==> src/rtl/procm6_io_ctrl.sv <==
// procm6_io_ctrl: core-side sample I/O controller (input prefetch FSM, gap-throttled output); define PROCM6_IO_SAT_EN for saturating output and sat_flag
module procm6_io_ctrl #(
  parameter int DW = 32,
  parameter int ACC_W = 40,
  parameter int IN_LAT = 1,
  parameter int OUT_GAP = 0
) (
  input  logic                    clk,
  input  logic                    rst,
  input  logic signed [DW-1:0]    io_in,
  output logic [1:0]              req_in,
  output logic signed [DW-1:0]    io_out,
  output logic [1:0]              out_en,
  input  logic                    core_in_rd,
  output logic signed [DW-1:0]    core_in_data,
  output logic                    core_in_stall,
  input  logic                    core_out_wr,
  input  logic signed [ACC_W-1:0] core_out_data,
  output logic                    core_out_stall
`ifdef PROCM6_IO_SAT_EN
  ,
  output logic                    sat_flag
`endif
);
  typedef enum logic [1:0] {S_LOAD, S_IDLE, S_REQ, S_WAIT} state_t;
  state_t state;
  logic [3:0] wait_cnt;
  logic buf_valid;
  logic signed [DW-1:0] in_buf;
  logic [7:0] gap_cnt;
  logic wr_ok;
  logic signed [DW-1:0] conv_data;
  assign core_in_data = in_buf;
  assign core_in_stall = ~buf_valid;
  assign core_out_stall = gap_cnt != 8'd0;
  assign wr_ok = core_out_wr & ~core_out_stall;
`ifdef PROCM6_IO_SAT_EN
  logic ovf;
  always_comb begin
    ovf = ~(&core_out_data[ACC_W-1:DW-1] | ~|core_out_data[ACC_W-1:DW-1]);
    conv_data = ovf ? {core_out_data[ACC_W-1], {(DW-1){~core_out_data[ACC_W-1]}}} : core_out_data[DW-1:0];
  end
  always_ff @(posedge clk) sat_flag <= rst ? 1'b0 : sat_flag | (wr_ok & ovf);
`else
  logic unused_acc;
  assign unused_acc = ^core_out_data;
  assign conv_data = core_out_data[DW-1:0];
`endif
  always_ff @(posedge clk) begin
    if (rst) begin
      state <= S_LOAD;
      req_in <= 2'd0;
      wait_cnt <= 4'd0;
      buf_valid <= 1'b0;
      in_buf <= '0;
    end else begin
      req_in <= 2'd0;
      case (state)
        S_LOAD: begin
          in_buf <= io_in;
          buf_valid <= 1'b1;
          state <= S_IDLE;
        end
        S_IDLE: if (core_in_rd) begin
          buf_valid <= 1'b0;
          req_in <= 2'd1;
          state <= S_REQ;
        end
        S_REQ: begin
          wait_cnt <= 4'(IN_LAT);
          state <= S_WAIT;
        end
        S_WAIT: begin
          wait_cnt <= wait_cnt - 4'd1;
          if (wait_cnt == 4'd1) begin
            in_buf <= io_in;
            buf_valid <= 1'b1;
            state <= S_IDLE;
          end
        end
      endcase
    end
  end
  always_ff @(posedge clk) begin
    if (rst) begin
      out_en <= 2'd0;
      io_out <= '0;
      gap_cnt <= 8'd0;
    end else begin
      out_en <= wr_ok ? 2'd1 : 2'd0;
      io_out <= wr_ok ? conv_data : io_out;
      gap_cnt <= wr_ok ? 8'(OUT_GAP) : gap_cnt - {7'd0, core_out_stall};
    end
  end
endmodule

==> config.mk <==
export PLATFORM = sky130hd
export DESIGN_NAME = procm6_io_ctrl
export DESIGN_NICKNAME = d
export VERILOG_FILES = /design/src/rtl/procm6_io_ctrl.sv
export SDC_FILE = /design/constraint.sdc
export NUM_CORES = 1
export LEC_CHECK = 0
export CAP_MARGIN = 25
export CORE_ASPECT_RATIO = 2
export CORE_MARGIN = 1.5
export CORE_UTILIZATION = 23
export DETAILED_ROUTE_END_ITERATION = 10
export HOLD_SLACK_MARGIN = 0.1
export PLACE_DENSITY = 0.52
export SYNTH_ARGS = -nofsm -noshare
export SYNTH_HDL_FRONTEND = slang
export SYNTH_SLANG_ARGS = --single-unit
==> constraint.sdc <==
create_clock -name clk -period 4.4 [get_ports clk]
set_input_delay 0.88 -clock clk [delete_from_list [all_inputs] [get_ports clk]]
set_output_delay 0.88 -clock clk [all_outputs]
set_load 0.01 [all_outputs]
### Yosys cells after proc, flatten, opt, wreduce, memory -nomap -nowiden

Cells that the tools add are included.

* logic and storage cells: 41
* flip-flop bits (word level): 83
* output and inout bits: 70
* input bits: 76

* $add $sub $neg: 2
* equal/unequal tests: 6
* bitwise operators: 4
* reductions and logical operators: 10
* muxes and demuxes: 11

Operators with widths (count)
* one-hot mux 32 bit (2 select lines): 1
* two-way mux 32 bit: 1
* one-hot mux 2 bit (4 select lines): 1
* one-hot mux 4 bit (2 select lines): 1
* nonzero test 8 bit: 1
* subtractor 8 x 1 -> 8 bit: 1
* equality test 2 bit, second input constant: 2
* equality test 4 x 1 -> 1 bit, second input constant: 1
* two-way mux 1 bit: 4
* two-way mux 2 bit: 2
* != test 2 bit, second input constant: 2
* AND reduction 2 bit: 2
* nonzero test 2 bit: 2
* OR reduction 2 bit: 2
* subtractor 4 x 1 -> 4 bit, second input constant: 1
* inverter 1 bit: 3
* one-hot mux 1 bit (3 select lines): 1
* AND reduction 3 bit: 1
* nonzero test 3 bit: 1
* equality test 2 x 1 -> 1 bit, second input constant: 1
* zero test 2 bit: 1
* AND 1 bit: 1

### Depth between registers and ports, before layout

* depth in word-level cells: 4
* gate-level depth with buffers: 7
* depth with buffers taken out: 7

### Worst setup path after synthesis

OpenSTA, ideal clock, no wires.

* path type: flip-flop to flip-flop
* start: register gap_cnt[3]
* end: register gap_cnt[6]
* buffers on the path: 0
* stages on the path, launching flop included: 8
* arrival: 2.040 ns
* data required time: 4.329 ns
* slack: 2.289 ns
* clock period less this slack: 2.111 ns
* path through: dfxtp_1 or4_4 nand2b_1 ha_1 ha_1 or4b_1 a2111o_1 a21oi_1

* longest elaborated chain between the ends: 4
* elaborated cells on any way between the ends: 5

RTL lines
* from (decl): RTL line 30 `logic [7:0] gap_cnt;`
* from (signal assigned): RTL line 92 `gap_cnt <= wr_ok ? 8'(OUT_GAP) : gap_cnt - {7'd0, core_out_stall};`
* nonzero test 8 bit (*): RTL line 35 `assign core_out_stall = gap_cnt != 8'd0;`
* named net core_out_stall: RTL line 19 `output logic core_out_stall`
* parallel branches: the longest is 3 deep, another holds subtractor 8 x 1 -> 8 bit

Mark *: on every way through the listed nets, which the timed path passes.
A chain may end at the register's enable or synchronous reset.

### Worst setup path in the final report

* start: register gap_cnt[3]
* end: output port core_out_stall

* longest elaborated chain between the ends: 1

RTL lines (RTL line)
* nonzero test 8 bit: 35
* to (decl): 19

No other way between the ends.

==> impl_metrics.csv <==
group,metric,value,unit
timing,rsz0062_at_grt,"no",
pwr,p_seq_frac,0.339,
yosys,yosysSeqAreaShare,0.426,
yosys,synth_mux_area_frac,0.176,
clock_network,cts-resized-gates,0,
yosys,synth_xor_area_frac,0.00460,
final_layout,final_nets,587,
die,die_area,0.0174,mm²
routing,drc,0,
timing,hold_viol_final,0,
timing,slew_headroom,0.580,
worst_setup_path,regToRegSetupSlack,2.16,ns
pwr,vdd_ir_drop_max,217,µV
pwr,p_leak,0.00210,µW
worst_setup_path,critPathArrivalTime,2.01,ns
pwr,power.internal,2140,µW
final_layout,seqCellArea,0.00162,mm²
clock_network,htree_levels,3,
yosys,synth-seq-cells,81,
worst_setup_path,worstPathRequired,3.52,ns
timing,fin_crit_sh,0.658,
final_layout,drive_gt1_frac,0.0473,
timing,setup_viol,0,
timing,worst_pin_slew,0.628,ns
timing,finalClockSkew,0.00875,ns
routing,drt-vias-per-instance,4.17,
yosys,syn_avg_cell_area,10.0,µm²
clock_network,cts.clk_slew.worst_paths,0.06,ns
routing,vias,2967,
clock_network,hold_buffers,0,
run,maxCapViolCount,0,
worst_hold_path,hold_class,"flop to flop",
final_layout,fillCellCount,1682,
timing,finalSetupTns,0,ns
worst_setup_path,startpoint_type,"flop",
pwr,switching_share,0.319,
yosys,syn_inst,379,
clock_network,cts_tree,"built",
pwr,power_frac_clock,0.259,
pwr,switchingPower,1000,µW
placed_design,placedCellCount,693,
routing,routedWlPerCell,13.6,µm
worst_setup_path,reg2reg_depth,7,
clock_network,clockBufferDepth,2,
worst_setup_path,r2r_start,"gap_cnt[3]",
yosys,yosys.area_share.adder,0.0296,
final_layout,multi_input_area,0.00197,mm²
pwr,combPwrFrac,0.402,
global_route,gr-total-overflow,0,
final_layout,post-route-util,0.345,
timing,slew_violations,0,
routing,drt_iter0_markers,91,
global_route,grt_usage,0.114,
clock_network,clk_latency,0.34,ns
timing,setup_slack,1.51,ns
die,coreArea,0.0163,mm²
routing,dr.pass1.iters,4,
routing,drtAntennaViolNets,0,
yosys,ys_warn_count,0,
global_route,grt_start_max_net_pins,150,
die,fp-row-count,66,
worst_setup_path,critPathLaunch,"gap_cnt[3]",
global_route,antenna_found_initial,1,
yosys,synth.distinct_cells,37,
yosys,synth-simple-area-share,0.263,
yosys,synth_edf_count,0,
yosys,synthFlopType,"dfxtp_1",
die,die_w,94.0,µm
die,start_util,0.234,
clock_network,clockRootBuffer,"clkbuf_16",
die,die_y,185,µm
yosys,synthArstFlopShare,0,
placed_design,port_buffers,135,
global_route,grt_pass1_wl,15000,µm
placed_design,dpl.hpwl,6970,µm
worst_setup_path,end_kind,"output pin",
timing,fmax,346,MHz
clock_network,numCtsBuffers,9,
worst_setup_path,path_class,"flop to output pin",
die,ios,146,
final_layout,final_cell_count_no_fill,712,
worst_setup_path,path_max_fanout,5,
yosys,syn_area,0.00381,mm²
worst_setup_path,r2r-end,"gap_cnt[6]",
yosys,synth_compound_area_frac,0.0414,
yosys,synth_top_family_by_area,"simple AND/OR/NAND/NOR gates",
outcome,outcome,"complete, no violations",
clock_network,cts_sinks,81,
placed_design,gp_congestion,0.704,
final_layout,area_delta_synth_final,47.5,%
placed_design,dp_slack,1.64,ns
worst_hold_path,worstHoldStart,"io_out[19]",
timing,fin_crit,2.89,ns
worst_hold_path,whs_endpoint,"io_out[19]",
worst_hold_path,holdPathStages,2,
clock_network,post_cts_buffers,0,
global_route,grt_pass1_vias,3032,
pwr,cellPowerDensity,559,mW/mm²
timing,whs,0.471,ns
routing,wirelength,9700,µm
[how the worst max path moves through the flow]
stage / end / slack [ns] / cells after the start
2_1_floorplan: gap_cnt[6] / 2.29 / 7
3_3_place_gp: io_out[9] / 1.68 / 5
3_5_place_dp: io_out[7] / 1.64 / 5
4_1_cts: core_out_stall / 1.48 / 3
5_1_grt: core_out_stall / 1.42 / 3
6_report: core_out_stall / 1.51 / 3
[stage by stage]
step                      cell area (µm²)  total power, µW
after floorplan                      3810             1860
after global routing                 5620             3350
final                                5620             3140
after detailed placement             5250             2350
after CTS                            5570             3180
after global placement               5250             2310
[cell type report]
type                    instances  area share
multi-input cells             263       0.351
flip-flops and latches         81       0.289
repair buffers                138       0.251
well taps                     204      0.0454
clock buffers                  10      0.0408
clock inverters                 6      0.0165
inverters                       9     0.00601
diodes                          1    0.000446
[power groups by stage]
stage,clock network (µW),registers (µW),logic [µW]
finish,812,1060,1260
floorplan,0,1140,720
global route,875,1090,1380
global placement,0,1070,1240
CTS,846,1070,1270
detailed placement,0,1080,1270
[synth_stat cells (all sizes together), types with 2 or more instances]
master,n,area share
a211oi,2,0.0039
nor2b,2,0.0033
nor3,10,0.014
nand2,2,0.0020
o31ai,2,0.0039
dfxtp,81,0.43
or4,2,0.0049
o21ai,5,0.0066
or2,2,0.0033
inv,9,0.0089
or3b,2,0.0046
ha,9,0.030
a2111o,3,0.0089
nand2b,134,0.22
nor2,2,0.0020
buf,11,0.034
mux2i,66,0.17
clkbuf,16,0.016
a21oi,7,0.0092
[critical path: stages, from the launching register on]
cell             delay [ns]
dfxtp_1                0.35
or4_4                  0.58
nand2b_1               0.23
clkdlybuf4s50_1        0.52
[state kept, by name, summed over array words and instances, names as in the netlist]
signal	flops
core_in_data	32
io_out	32
gap_cnt	8
wait_cnt	4
state	2
buf_valid	1
out_en	1
req_in	1
[metal layers]
metal | GRT usage | share of wire | up-vias | routed length [µm]
met5 | 0 | 0 | - | 0
met4 | 0.0728 | 0.049 | 0 | 474
met3 | 0.0218 | 0.031 | 25 | 301
met2 | 0.217 | 0.57 | 74 | 5560
met1 | 0.108 | 0.35 | 1381 | 3360
li1 | - | - | 1487 | -
[cell families after synthesis]
logic type                 after synthesis
buffers and inverters                   36
and+or+nand+nor                        160
muxes                                   67
xor gates and xnor gates                 2
adders and majority gates                9
other                                    1
AOI/OAI and AO/OA                       23
DFF                                     81
[cell usage in the layout, fill, tap and decap left out, types with 5 or more instances in the layout]
cell type        count
ha_1                 9
o21ai_0              5
dfxtp_1             81
clkdlybuf4s50_1    134
a21oi_1              7
mux2i_1             66
clkbuf_16            9
inv_1                9
nor3_1               9
nand2b_1           134
No activity file was read; power rests on OpenSTA's default activity.
